File: src/rtl/vmu_data_mux_burst_pkg.sv
// Shared definitions for the VMU burst operand mux: default vector geometry
// and the FSM state encoding.
package vmu_data_mux_burst_pkg;

  localparam int VMU_DATA_WIDTH = 8;  // bits per lane
  localparam int VMU_OP_NUM     = 4;  // lanes per vector beat

  typedef enum logic [1:0] {
    DMUX_IDLE  = 2'd0,
    DMUX_BURST = 2'd1,
    DMUX_DRAIN = 2'd2
  } dmux_state_e;

endpackage

File: src/rtl/vmu_skid_buf.sv
// Two-entry valid/ready register stage. The head entry drives the output
// directly, so out_data is always a register. in_ready depends only on the
// occupancy, never on out_ready, which breaks the ready path combinationally.
module vmu_skid_buf #(
  parameter int W = 33
) (
  input  logic         clk,
  input  logic         rst,
  input  logic [W-1:0] in_data,
  input  logic         in_valid,
  output logic         in_ready,
  output logic [W-1:0] out_data,
  output logic         out_valid,
  input  logic         out_ready
);

  logic [W-1:0] head_q;
  logic [W-1:0] tail_q;
  logic [1:0]   count_q;
  logic         push;
  logic         pop;

  assign in_ready  = (count_q != 2'd2);
  assign out_valid = (count_q != 2'd0);
  assign out_data  = head_q;
  assign push      = in_valid && in_ready;
  assign pop       = out_valid && out_ready;

  // Occupancy and entry update: head is the oldest entry, tail the second.
  always_ff @(posedge clk or posedge rst) begin
    if (rst) begin
      // NOTE: the two data entries are reset too, so out_data reads 0 after reset rather than X.
      head_q  <= '0;
      tail_q  <= '0;
      count_q <= 2'd0;
    end else begin
      // NOTE: non-blocking assignments make every right-hand side read the pre-edge value.
      unique case ({push, pop})
        2'b10: begin
          if (count_q == 2'd0) head_q <= in_data;
          else                 tail_q <= in_data;
          count_q <= count_q + 2'd1;
        end
        2'b01: begin
          if (count_q == 2'd2) head_q <= tail_q;
          count_q <= count_q - 2'd1;
        end
        2'b11: begin
          // Push is only possible below two entries, so the count stays put.
          if (count_q == 2'd1) begin
            head_q <= in_data;
          end else begin
            head_q <= tail_q;
            tail_q <= in_data;
          end
        end
        default: ;
      endcase
    end
  end

endmodule

File: src/rtl/vmu_data_mux_burst.sv
// Burst operand mux: selects one of NUM_SRC vector sources and streams a
// programmed number of beats through a skid buffer to the VMU operand bus.
// Optional feature macro: VMU_DMUX_SEL_ERR_EN (reject out-of-range selects
// and raise a sticky sel_err). Without it an out-of-range source behaves as
// an always-valid source of zero data.
module vmu_data_mux_burst
  import vmu_data_mux_burst_pkg::*;
#(
  parameter int DW      = VMU_DATA_WIDTH,
  parameter int LANES   = VMU_OP_NUM,
  parameter int NUM_SRC = 6,
  parameter int SEL_W   = 3,
  parameter int LEN_W   = 8
) (
  input  logic                        clk,
  input  logic                        rst,
  input  logic                        start,
  input  logic [SEL_W-1:0]            sel,
  input  logic [LEN_W-1:0]            len,
  input  logic [NUM_SRC*LANES*DW-1:0] src_data,
  input  logic [NUM_SRC-1:0]          src_valid,
  output logic [NUM_SRC-1:0]          src_ready,
  output logic [LANES*DW-1:0]         out_data,
  output logic                        out_valid,
  output logic                        out_last,
  input  logic                        out_ready,
  output logic                        busy,
  output logic                        done,
  output logic                        sel_err
);

  localparam int VW = LANES * DW;

  dmux_state_e      state_q;
  logic [SEL_W-1:0] sel_q;
  logic [LEN_W-1:0] cnt_q;
  logic             done_q;

  logic [VW-1:0]    beat_data;
  logic             beat_valid;
  logic             in_burst;
  logic             skid_ready;
  logic             accept;
  logic             last_beat;
  logic             start_go;

  assign in_burst  = (state_q == DMUX_BURST);
  assign accept    = in_burst && beat_valid && skid_ready;
  assign last_beat = (cnt_q == LEN_W'(1));
  assign busy      = (state_q != DMUX_IDLE);
  assign done      = done_q;

  // Source decode: an index matching no source yields a valid beat of zeros.
  always_comb begin
    // NOTE: defaults first so every path assigns every signal and no latch is inferred.
    beat_data  = '0;
    beat_valid = 1'b1;
    src_ready  = '0;
    for (int i = 0; i < NUM_SRC; i++) begin
      if (sel_q == SEL_W'(i)) begin
        beat_data    = src_data[i*VW +: VW];
        beat_valid   = src_valid[i];
        src_ready[i] = in_burst && skid_ready;
      end
    end
  end

`ifdef VMU_DMUX_SEL_ERR_EN
  logic sel_in_range;
  logic sel_err_q;

  assign sel_in_range = (int'(sel) < NUM_SRC);
  assign start_go     = start && sel_in_range;
  assign sel_err      = sel_err_q;

  // Sticky flag for a start request naming a source that does not exist.
  always_ff @(posedge clk or posedge rst) begin
    if (rst)                                                  sel_err_q <= 1'b0;
    else if (state_q == DMUX_IDLE && start && !sel_in_range)  sel_err_q <= 1'b1;
  end
`else
  assign start_go = start;
  assign sel_err  = 1'b0;
`endif

  // Burst control: latch the request, count accepted beats, wait for drain.
  always_ff @(posedge clk or posedge rst) begin
    if (rst) begin
      state_q <= DMUX_IDLE;
      sel_q   <= '0;
      cnt_q   <= '0;
      done_q  <= 1'b0;
    end else begin
      done_q <= 1'b0;
      unique case (state_q)
        DMUX_IDLE: begin
          if (start_go) begin
            sel_q   <= sel;
            cnt_q   <= len;
            state_q <= (len == '0) ? DMUX_DRAIN : DMUX_BURST;
          end
        end
        DMUX_BURST: begin
          if (accept) begin
            cnt_q <= cnt_q - LEN_W'(1);
            if (last_beat) state_q <= DMUX_DRAIN;
          end
        end
        DMUX_DRAIN: begin
          if (!out_valid) begin
            done_q  <= 1'b1;
            state_q <= DMUX_IDLE;
          end
        end
        default: state_q <= DMUX_IDLE;
      endcase
    end
  end

  vmu_skid_buf #(
    .W (VW + 1)
  ) u_skid (
    .clk       (clk),
    .rst       (rst),
    .in_data   ({last_beat, beat_data}),
    .in_valid  (in_burst && beat_valid),
    .in_ready  (skid_ready),
    .out_data  ({out_last, out_data}),
    .out_valid (out_valid),
    .out_ready (out_ready)
  );

endmodule

File: config.mk
export PLATFORM = sky130hd
export DESIGN_NAME = vmu_data_mux_burst
export DESIGN_NICKNAME = d
export VERILOG_FILES = /design/src/rtl/vmu_data_mux_burst_pkg.sv /design/src/rtl/vmu_skid_buf.sv /design/src/rtl/vmu_data_mux_burst.sv
export SDC_FILE = /design/constraint.sdc
export NUM_CORES = 1
export LEC_CHECK = 0
export CORE_ASPECT_RATIO = 0.5
export CORE_UTILIZATION = 43
export DETAILED_ROUTE_END_ITERATION = 12
export PLACE_DENSITY = 0.88
export SYNTH_ARGS = -nofsm -noshare
export SYNTH_HDL_FRONTEND = slang
export SYNTH_HIERARCHICAL = 1
export SYNTH_SLANG_ARGS = --single-unit
File: constraint.sdc
create_clock -name clk -period 3.27 [get_ports clk]
set_clock_uncertainty 0.15 [all_clocks]
set_input_delay 0.654 -clock clk [delete_from_list [all_inputs] [get_ports clk]]
set_output_delay 0.654 -clock clk [all_outputs]
set_load 0.01 [all_outputs]
# Yosys cells after proc, flatten, opt, wreduce, memory -nomap -nowiden
# Index checks and enable logic that the tools add are counted.
# totals
register_bits	82
output_inout_bits	43
inputBits	213
# classes
n_addsub	3
n_reduce_logical	19
mux	37
eq_ne	22
# ops
cell	count
32-bit two-way mux	6
33-bit two-way mux	5
33-bit case mux with 3 select lines	1
33-bit case mux with 2 select lines	1
8-bit two-way mux	2
8-bit case mux with 2 select lines	1
1-bit two-way mux	14
2-bit two-way mux	5
2-bit != test, second input constant	5
2-bit nonzero test	5
3-bit AND reduction	3
2-bit == test, second input constant	4
8-bit by 1-bit == test with 1-bit output, second input constant	1
8-bit zero test	1
2-bit by 1-bit != test with 1-bit output, second input constant	4
8-bit by 1-bit subtractor with 8-bit output, second input constant	1
2-bit by 1-bit == test with 1-bit output, second input constant	3
3-bit by 2-bit == test with 1-bit output, second input constant	2
3-bit == test, second input constant	2
2-bit case mux with 3 select lines	1
1-bit logical AND	4
2-bit zero test	2
2-bit case mux with 2 select lines	1
4-bit AND reduction	1
6 further kinds	6

# Longest topological paths before layout
# Gate-level depths: netlist of the first run.
# logic_depth
depth_word	12
mapped_depth	15

# Hierarchy
# Netlist of the first run, hierarchy kept.
# by_module_without_submodules
module	instances	cells_per_inst	area_each_um2
vmu_skid_buf	1	298	3462.1
vmu_data_mux_burst	1	339	2442.3

# Worst setup path before layout of the first run
# No wires, ideal clock.
# synth_path
kind	reg-to-reg
from	reg u_skid.count_q[0]
to	reg u_skid.tail_q[0]
setup_time_ns	0.128
stages_incl_launch_ff	13
setup_slack_ns	0.426
synth_period_minus_slack_ns	2.844
arrival_time_ns	2.566
n_path_buf	4
path_cell_list	dfrtp_1 inv_1 ha_1 nand2b_1 buf_6 inv_6 dlygate4sd1_1 ha_1 nor2b_1 buf_2 o21ai_2 buf_2 mux2_1
# synth_via
elab_chain_len	5
# synth_lines
item	line_no	rtl
from (decl)	vmu_skid_buf.sv:19	logic [1:0] count_q;
from (signal assigned)	vmu_skid_buf.sv:42	count_q <= count_q + 2'd1;
from (signal assigned)	vmu_skid_buf.sv:46	count_q <= count_q - 2'd1;
2-bit != test / 2-bit nonzero test (equally long branches)	vmu_skid_buf.sv:23, vmu_skid_buf.sv:24	
1-bit logical AND (on tied branches)	vmu_skid_buf.sv:26, vmu_skid_buf.sv:27	
2-bit == test	vmu_skid_buf.sv:38	unique case ({push, pop})
2-bit != test (no line) / 2-bit nonzero test (equally long branches)	n/a	
3-bit AND reduction (no line)	n/a	
to (signal assigned)	vmu_skid_buf.sv:41	else tail_q <= in_data;
to (signal assigned)	vmu_skid_buf.sv:54	tail_q <= in_data;
to (decl)	vmu_skid_buf.sv:18	logic [W-1:0] tail_q;
# Parallel ways exist; a longest one is shown, timed or not.
# A chain may end at the register's enable or synchronous reset.

# Final worst setup path of the first run
# layout_path
from	reg u_skid.count_q[0]
to	out src_ready[2]
# layout_via
elab_chain_len	3
# layout_lines
item	line_no	rtl
2-bit != test	vmu_skid_buf.sv:23	assign in_ready = (count_q != 2'd2);
named net skid_ready	vmu_data_mux_burst.sv:42	logic skid_ready;
1-bit logical AND	vmu_data_mux_burst.sv:63	src_ready[i] = in_burst && skid_ready;
1-bit two-way mux	vmu_data_mux_burst.sv:60	if (sel_q == SEL_W'(i)) begin
to (decl)	vmu_data_mux_burst.sv:22	output logic [NUM_SRC-1:0] src_ready,
# The timed path passes the listed nets, and every way through them passes these cells.

==> results of run 1 <==
==> cell usage in the layout, fill, tap and decap left out, types with 2 or more instances in the layout <==
cell type,count
clkdlybuf4s50_1,254
dfrtp_1,79
mux2i_1,66
nand2_1,49
nor2_1,44
a21oi_1,40
o21ai_0,38
nor4_1,36
o211ai_1,33
a31oi_1,33
o221ai_1,32
mux2_1,30
buf_4,25
inv_1,10
ha_1,9
clkbuf_16,9
o2bb2ai_1,6
nor3_1,6
o22ai_1,5
buf_12,5
nor2b_1,4
nor3b_1,4
nand2b_1,3
and2_1,3
or4_1,3
inv_6,3
dfrtp_2,3
mux2_2,3
or2_2,2
a22oi_1,2
nor2b_2,2
clkinv_4,2
or3_4,2
buf_6,2
xnor2_1,2
==> per-layer routing <==
layer / up-vias / track usage, %
li1: 2873 / -
met1: 3065 / 36.06
met2: 329 / 51.21
met3: 63 / 5.177
met4: 0 / 10.26
met5: - / 0
==> report_power, final <==
part | internal, mW | switching, mW
Clock | 0.620 | 0.424
Combinational | 2.72 | 3.34
Sequential | 1.60 | 0.376
Total | 4.94 | 4.14
==> synthesized netlist by cell type (all sizes together) (3+ instances only) <==
master | n | area share [%]
o221ai | 32 | 4.7
dlygate4sd1 | 3 | 0.45
o211ai | 33 | 4.2
mux2 | 33 | 6.3
nor4 | 36 | 3.8
ha | 9 | 1.9
o21ai | 39 | 3.4
mux2i | 66 | 11
nor3 | 6 | 0.51
o2bb2ai | 6 | 0.89
nor2b | 6 | 0.64
a21oi | 40 | 3.4
nand2 | 50 | 3.3
or4 | 3 | 0.38
a31oi | 33 | 3.5
nor2 | 45 | 3.0
o22ai | 5 | 0.53
nand2b | 3 | 0.32
nor3b | 5 | 0.72
dfrtp | 82 | 35
inv | 12 | 0.85
clkbuf | 29 | 3.2
and2 | 3 | 0.32
buf | 37 | 4.5
==> worst register-to-register path, stage by stage, from the launching register on <==
cell,delay (ns)
dfrtp_2,0.51
nor2b_1,0.30
a32oi_1,0.17
a21oi_1,0.22
nor3_1,0.09
nand2_1,0.09
inv_1,0.08
ha_1,0.19
buf_4,0.16
nor4bb_4,0.41
buf_4,0.22
buf_12,0.17
nor4_1,0.09
a31oi_1,0.18
==> stage by stage <==
step                      hold WS (ns)  power (mW)  setup TNS, ns  instances  setup slack, ns
final                           0.3465       9.082              0       1041          0.01683
after global routing            0.3523       9.614        -0.2441       1041         -0.05757
after CTS                       0.3489       8.919              0       1040          0.02617
after detailed placement        0.3319       7.827         -3.464       1024          -0.1428
after global placement          0.3236       7.546              0       1024          0.01924
after floorplan                 0.3071       6.104              0        637           0.4262
==> logic make-up (layout without fill, tap and decap cells) <==
group / after synthesis / in the layout / share of synthesized area [%]
AOI/OAI and AO/OA: 195 / 195 / 21.95
xor gates and xnor gates: 2 / 2 / 0.2967
adders and majority gates: 9 / 9 / 1.907
buffers and inverters: 81 / 314 / 9.049
DFF: 82 / 82 / 34.75
muxes: 99 / 99 / 17.48
other: 1 / 1 / 0.06351
and+or+nand+nor: 168 / 169 / 14.49
==> layout make-up <==
| class | count | area (sq um) |
|---|---|---|
| clock buffer | 10 | 239.0 |
| clock inverter | 6 | 72.57 |
| fill | 966 | 4180 |
| inverter | 12 | 50.05 |
| multi-input combinational | 475 | 3363 |
| sequential | 82 | 2056 |
| tap | 170 | 212.7 |
| timing repair buffer | 286 | 2853 |
==> sequential cells by signal, summed over array words and instances, names as in the netlist <==
register         flops
done                 1
u_skid/out_data     33
cnt_q                8
state_q              2
u_skid/tail_q       33
u_skid/count_q       2
sel_q                3
==> worst max path at each step <==
stage	start	endpoint	slack, ns	cells after the start
after floorplan	u_skid/count_q[0]	u_skid/tail_q[0]	0.43	12
after global placement	src_valid[3]	u_skid/out_data[8]	0.02	12
after detailed placement	src_valid[0]	u_skid/out_data[27]	-0.14	12
after CTS	u_skid/count_q[0]	src_ready[2]	0.03	6
after global routing	sel_q[0]	u_skid/out_data[14]	-0.06	13
final	u_skid/count_q[0]	src_ready[2]	0.02	6
==> impl_metrics.env, run 1 <==
export IMPL_numPortBuffers=254
export IMPL_layout_drive_gt1_share_pct=7.922
export IMPL_status="complete, no violations"
export IMPL_crit_chain="inv_1 -> ha_1 -> inv_1 -> nand2_4 -> nor4b_1 -> clkdlybuf4s50_1"
export IMPL_synthCells=637
export IMPL_synth_async_sr_flop_share_pct=100.0
export IMPL_cts_resized=0
export IMPL_r2r_cells=13
export IMPL_root_buffer="clkbuf_16"
export IMPL_crit_family="buffers and inverters"
export IMPL_synth_edf_count=0
export IMPL_hold_viol_final=0
export IMPL_fin_area_sq_um=8846
export IMPL_die_area_sq_um=14230
export IMPL_clkSlewWorstSetupHoldPaths_ns=0.07
export IMPL_drt_met1_wl_mm=8.340
export IMPL_slew_viol_final=0
export IMPL_track_usage_pct=29.01
export IMPL_met3_length_mm=1.544
export IMPL_syn_num_nets=859
export IMPL_globalplace_congestion=0.8731
export IMPL_period_needed_ns=3.253
export IMPL_worstSetupEndpointType="output port"
export IMPL_grt_pass1_vias=6307
export IMPL_hold_path_class="flop to flop"
export IMPL_io_pins=256
export IMPL_die_w_um=167.7
export IMPL_routed_wl_mm=21.07
export IMPL_wl_met2_mm=10.59
export IMPL_drc_errors=0
export IMPL_worstSetupPathType="flop to output port"
export IMPL_crit_top_cell="inv_1"
export IMPL_cts_buffers=9
export IMPL_rows=29
export IMPL_antenna_found_initial=0
export IMPL_r2r_start="sel_q[0]"
export IMPL_ant_nets=0
export IMPL_post_cts_buffers=0
export IMPL_cts_htree_levels=3
export IMPL_grt_pass1_wl_mm=32.47
export IMPL_drt_iter0_markers=605
export IMPL_hold_end="u_skid/tail_q[8]"
export IMPL_synth_seq_cells=82
export IMPL_cp_slowest_cell="clkdlybuf4s50_1"
export IMPL_tightest_slew_ns=0.5687
export IMPL_max_freq_mhz=307.4
export IMPL_clkSinkCount=82
export IMPL_hp_start="u_skid/tail_q[8]"
export IMPL_cts_tree="done"
export IMPL_syn_cell_area_sq_um=5904
export IMPL_via_per_inst=6.081
export IMPL_worstSetupStartpointType="flop"
export IMPL_slowest_delay_ns=0.63
export IMPL_firstDrtPassIters=6
export IMPL_cap_viol_max_count=0
export IMPL_die_y_um=84.86
export IMPL_ys_warn_count=6
export IMPL_start_util_pct=45.33
export IMPL_coreArea_sq_um=13030
export IMPL_avgSynthCellArea_sq_um=9.269
export IMPL_r2r_end="u_skid/out_data[8]"
export IMPL_grt_max_degree=64
export IMPL_ys_types=53
export IMPL_worst_endpoint_required_ns=2.47
export IMPL_arrival_ns=2.45
export IMPL_postCtsHoldBufs=0
export IMPL_wl_per_cell_um=20.24
export IMPL_irDropWorstVdd_mv=0.6366
export IMPL_post_route_period_util_pct=99.49
export IMPL_synth_flop_cell="dfrtp_1"
export IMPL_ys_seq_area_share_pct=34.75
export IMPL_relSlewSlack_pct=61.96
export IMPL_cp_max_fo=8
export IMPL_cts_max_path_buffers=2
export IMPL_rsz0062_at_grt="true"
export IMPL_insertion_delay_ns=0.34
export IMPL_power_density_nw_per_um2=1027
export IMPL_diodes=0
export IMPL_grt_overflow_total=0
export IMPL_post_route_util_pct=67.91
export IMPL_rrSetupSlack_ns=0.16
export IMPL_areaGrowthSynthToFinish_pct=49.82
export IMPL_fin_nets=1088
export IMPL_worst_path_buf_inv=3
export IMPL_power_leakage_nw=3.470
export IMPL_worstHoldPathCells=1
export IMPL_placed_area_sq_um=8514
export IMPL_top_layer="met4"
export IMPL_vias=6330
export IMPL_place_hpwl_mm=15.20
export IMPL_finalSetupViolCount=0
Power figures use the tool's default switching activity.
==> run 2, diff against run 1 <==
==> constraint.sdc (replaced) <==
create_clock -name clk -period 3.55 [get_ports clk]
set_clock_uncertainty 0.15 [all_clocks]
set_input_delay 0.71 -clock clk [delete_from_list [all_inputs] [get_ports clk]]
set_output_delay 0.71 -clock clk [all_outputs]
set_load 0.01 [all_outputs]
==> impl_metrics.env, run 2 (synthesis gave the netlist of run 1 again) <==
export IMPL_rsz0062_at_grt="false"
export IMPL_firstDrtPassIters=5
export IMPL_max_freq_mhz=302.2
export IMPL_tightest_slew_ns=0.8446
export IMPL_swShare_pct=46.04
export IMPL_layout_common_cells="clkdlybuf4s50_1 (254), dfrtp_1 (80), mux2i_1 (66)"
export IMPL_period_needed_ns=3.309
export IMPL_cts_resized=0
export IMPL_top_layer="met4"
export IMPL_diodes=0
export IMPL_areaGrowthSynthToFinish_pct=47.62
export IMPL_hold_path_class="flop to flop"
export IMPL_fillers=1034
export IMPL_p_int_mw=4.374
export IMPL_finalNonFillerCells=1035
export IMPL_cts_htree_levels=3
export IMPL_numPortBuffers=254
export IMPL_met3_length_mm=1.331
export IMPL_clkSinkCount=82
export IMPL_worst_endpoint_required_ns=3.64
export IMPL_irDropWorstVdd_mv=0.6364
export IMPL_vias=6228
export IMPL_drt_met1_wl_mm=8.342
export IMPL_cap_viol_max_count=0
export IMPL_fin_nets=1082
export IMPL_die_w_um=167.7
export IMPL_power_density_nw_per_um2=930.1
export IMPL_grt_overflow_total=0
export IMPL_grt_pass1_vias=6254
export IMPL_fin_total_pwr_mw=8.106
export IMPL_root_buffer="clkbuf_16"
export IMPL_relSlewSlack_pct=43.70
export IMPL_rows=29
export IMPL_track_usage_pct=28.55
export IMPL_combinationalPowerShare_pct=66.9
export IMPL_power_leakage_nw=3.413
export IMPL_routed_wl_mm=20.35
export IMPL_post_route_period_util_pct=93.20
export IMPL_status="complete, no violations"
export IMPL_io_pins=256
export IMPL_fin_tns_setup_ns=0
export IMPL_hp_start="u_skid/tail_q[25]"
export IMPL_globalplace_congestion=0.8835
export IMPL_placed_cells=1019
export IMPL_cp_max_fo=33
export IMPL_worstSetupStartpointType="primary input"
export IMPL_layout_setup_ws_ns=0.2414
export IMPL_worstSetupPathType="primary input to flop"
export IMPL_rrSetupSlack_ns=0.29
export IMPL_cts_tree="done"
export IMPL_grt_pass1_wl_mm=32.05
export IMPL_post_route_util_pct=66.91
export IMPL_arrival_ns=3.40
export IMPL_r2r_start="sel_q[1]"
export IMPL_power_frac_seq_pct=22.4
export IMPL_p_clk_share_pct=10.8
export IMPL_wl_per_cell_um=19.66
export IMPL_coreArea_sq_um=13030
export IMPL_post_cts_buffers=0
export IMPL_via_per_inst=6.017
export IMPL_hold_viol_final=0
export IMPL_preCtsSetupSlack_ns=0.08354
export IMPL_p_switching_mw=3.732
export IMPL_place_hpwl_mm=14.88
export IMPL_start_util_pct=45.33
export IMPL_finalSetupViolCount=0
export IMPL_worstSetupEndpointType="flop"
export IMPL_wl_met2_mm=10.22
export IMPL_cts_buffers=9
export IMPL_die_y_um=84.86
export IMPL_critical_path_startpoint="src_valid[2]"
export IMPL_grt_max_degree=69
export IMPL_cts_max_path_buffers=2
export IMPL_ant_nets=0
export IMPL_drt_iter0_markers=605
export IMPL_clkSlewWorstSetupHoldPaths_ns=0.07
export IMPL_postCtsHoldBufs=0
export IMPL_antenna_found_initial=0
export IMPL_layout_commonest_cell="clkdlybuf4s50_1"
export IMPL_layout_drive_gt1_share_pct=7.168
export IMPL_die_area_sq_um=14230
export IMPL_slew_viol_final=0
export IMPL_insertion_delay_ns=0.34
export IMPL_drc_errors=0
run 2: changes by cell type in the layout (fill, tap and decap cells not counted), sizes merged:
cell,previous run,this run
buf,32,27
clkbuf,10,9
clkinvlp,1,2
bufinv,1,0
or3,2,1
clkinv,2,3
run 2: power groups by stage:
stage                     clock network, mW  logic [mW]  registers [mW]
after floorplan                           0        3.84            1.79
after global placement                    0        5.09            1.78
after detailed placement                  0        5.31            1.81
after CTS                             0.875        5.37            1.80
after global routing                  0.919        5.83            1.86
final                                 0.872        5.42            1.81
run 2: per-stage QoR:
stage                     instance area (sq um)  hold slack (ns)
after floorplan                            5904           0.3071
after global routing                       8716           0.3613
final                                      8716           0.3464
after CTS                                  8716           0.3460
after detailed placement                   8439           0.3313
after global placement                     8439           0.3233
run 2: path summary, 6_finish.rpt:
kind	end	cells past startpoint
worst max-delay path	u_skid/out_data[1]	12
worst min-delay path	u_skid/tail_q[25]	1
worst max register to register	u_skid/out_data[1]	12
worst min register to register	u_skid/tail_q[25]	1
max in group asynchronous	u_skid/tail_q[13]	3
min in group asynchronous	sel_q[2]	2
run 2: layout make-up:
| class | instances | area [sq um] | area share (%) |
|---|---|---|---|
| Clock buffer | 9 | 225.2 | 2.584 |
| Clock inverter | 7 | 51.30 | 0.5886 |
| Inverter | 12 | 50.05 | 0.5742 |
| Multi-Input combinational cell | 474 | 3352 | 38.46 |
| Sequential cell | 82 | 2054 | 23.57 |
| Tap cell | 170 | 212.7 | 2.440 |
| Timing Repair Buffer | 281 | 2770 | 31.78 |
run 2: worst max-delay path, stage by stage:
cell and delay (ns):
clkdlybuf4s50_1 0.47, mux2i_1 0.07, a32oi_1 0.22, a21oi_1 0.12, nor3_1 0.29, nand2_1 0.14, inv_1 0.12, ha_1 0.19
nor2b_2 0.23, buf_4 0.39, o211ai_1 0.18, a31oi_1 0.26
run 2: layer usage:
metal  global-route usage, %  up-vias
li1                        -     2851
met2                   50.76      330
met5                       0        -
met4                   9.341        0
met3                   4.244       48
met1                   36.03     2999
==> run 3, diff against run 2 <==
--- a/config.mk
+++ b/config.mk
@@ -9,6 +9,7 @@
 export CORE_UTILIZATION = 43
 export DETAILED_ROUTE_END_ITERATION = 12
 export PLACE_DENSITY = 0.88
+export SLEW_MARGIN = 20
 export SYNTH_ARGS = -nofsm -noshare
 export SYNTH_HDL_FRONTEND = slang
 export SYNTH_HIERARCHICAL = 1
==> results of run 3 <==
No change in the layout: final DEF, timing and power equal those of run 2.
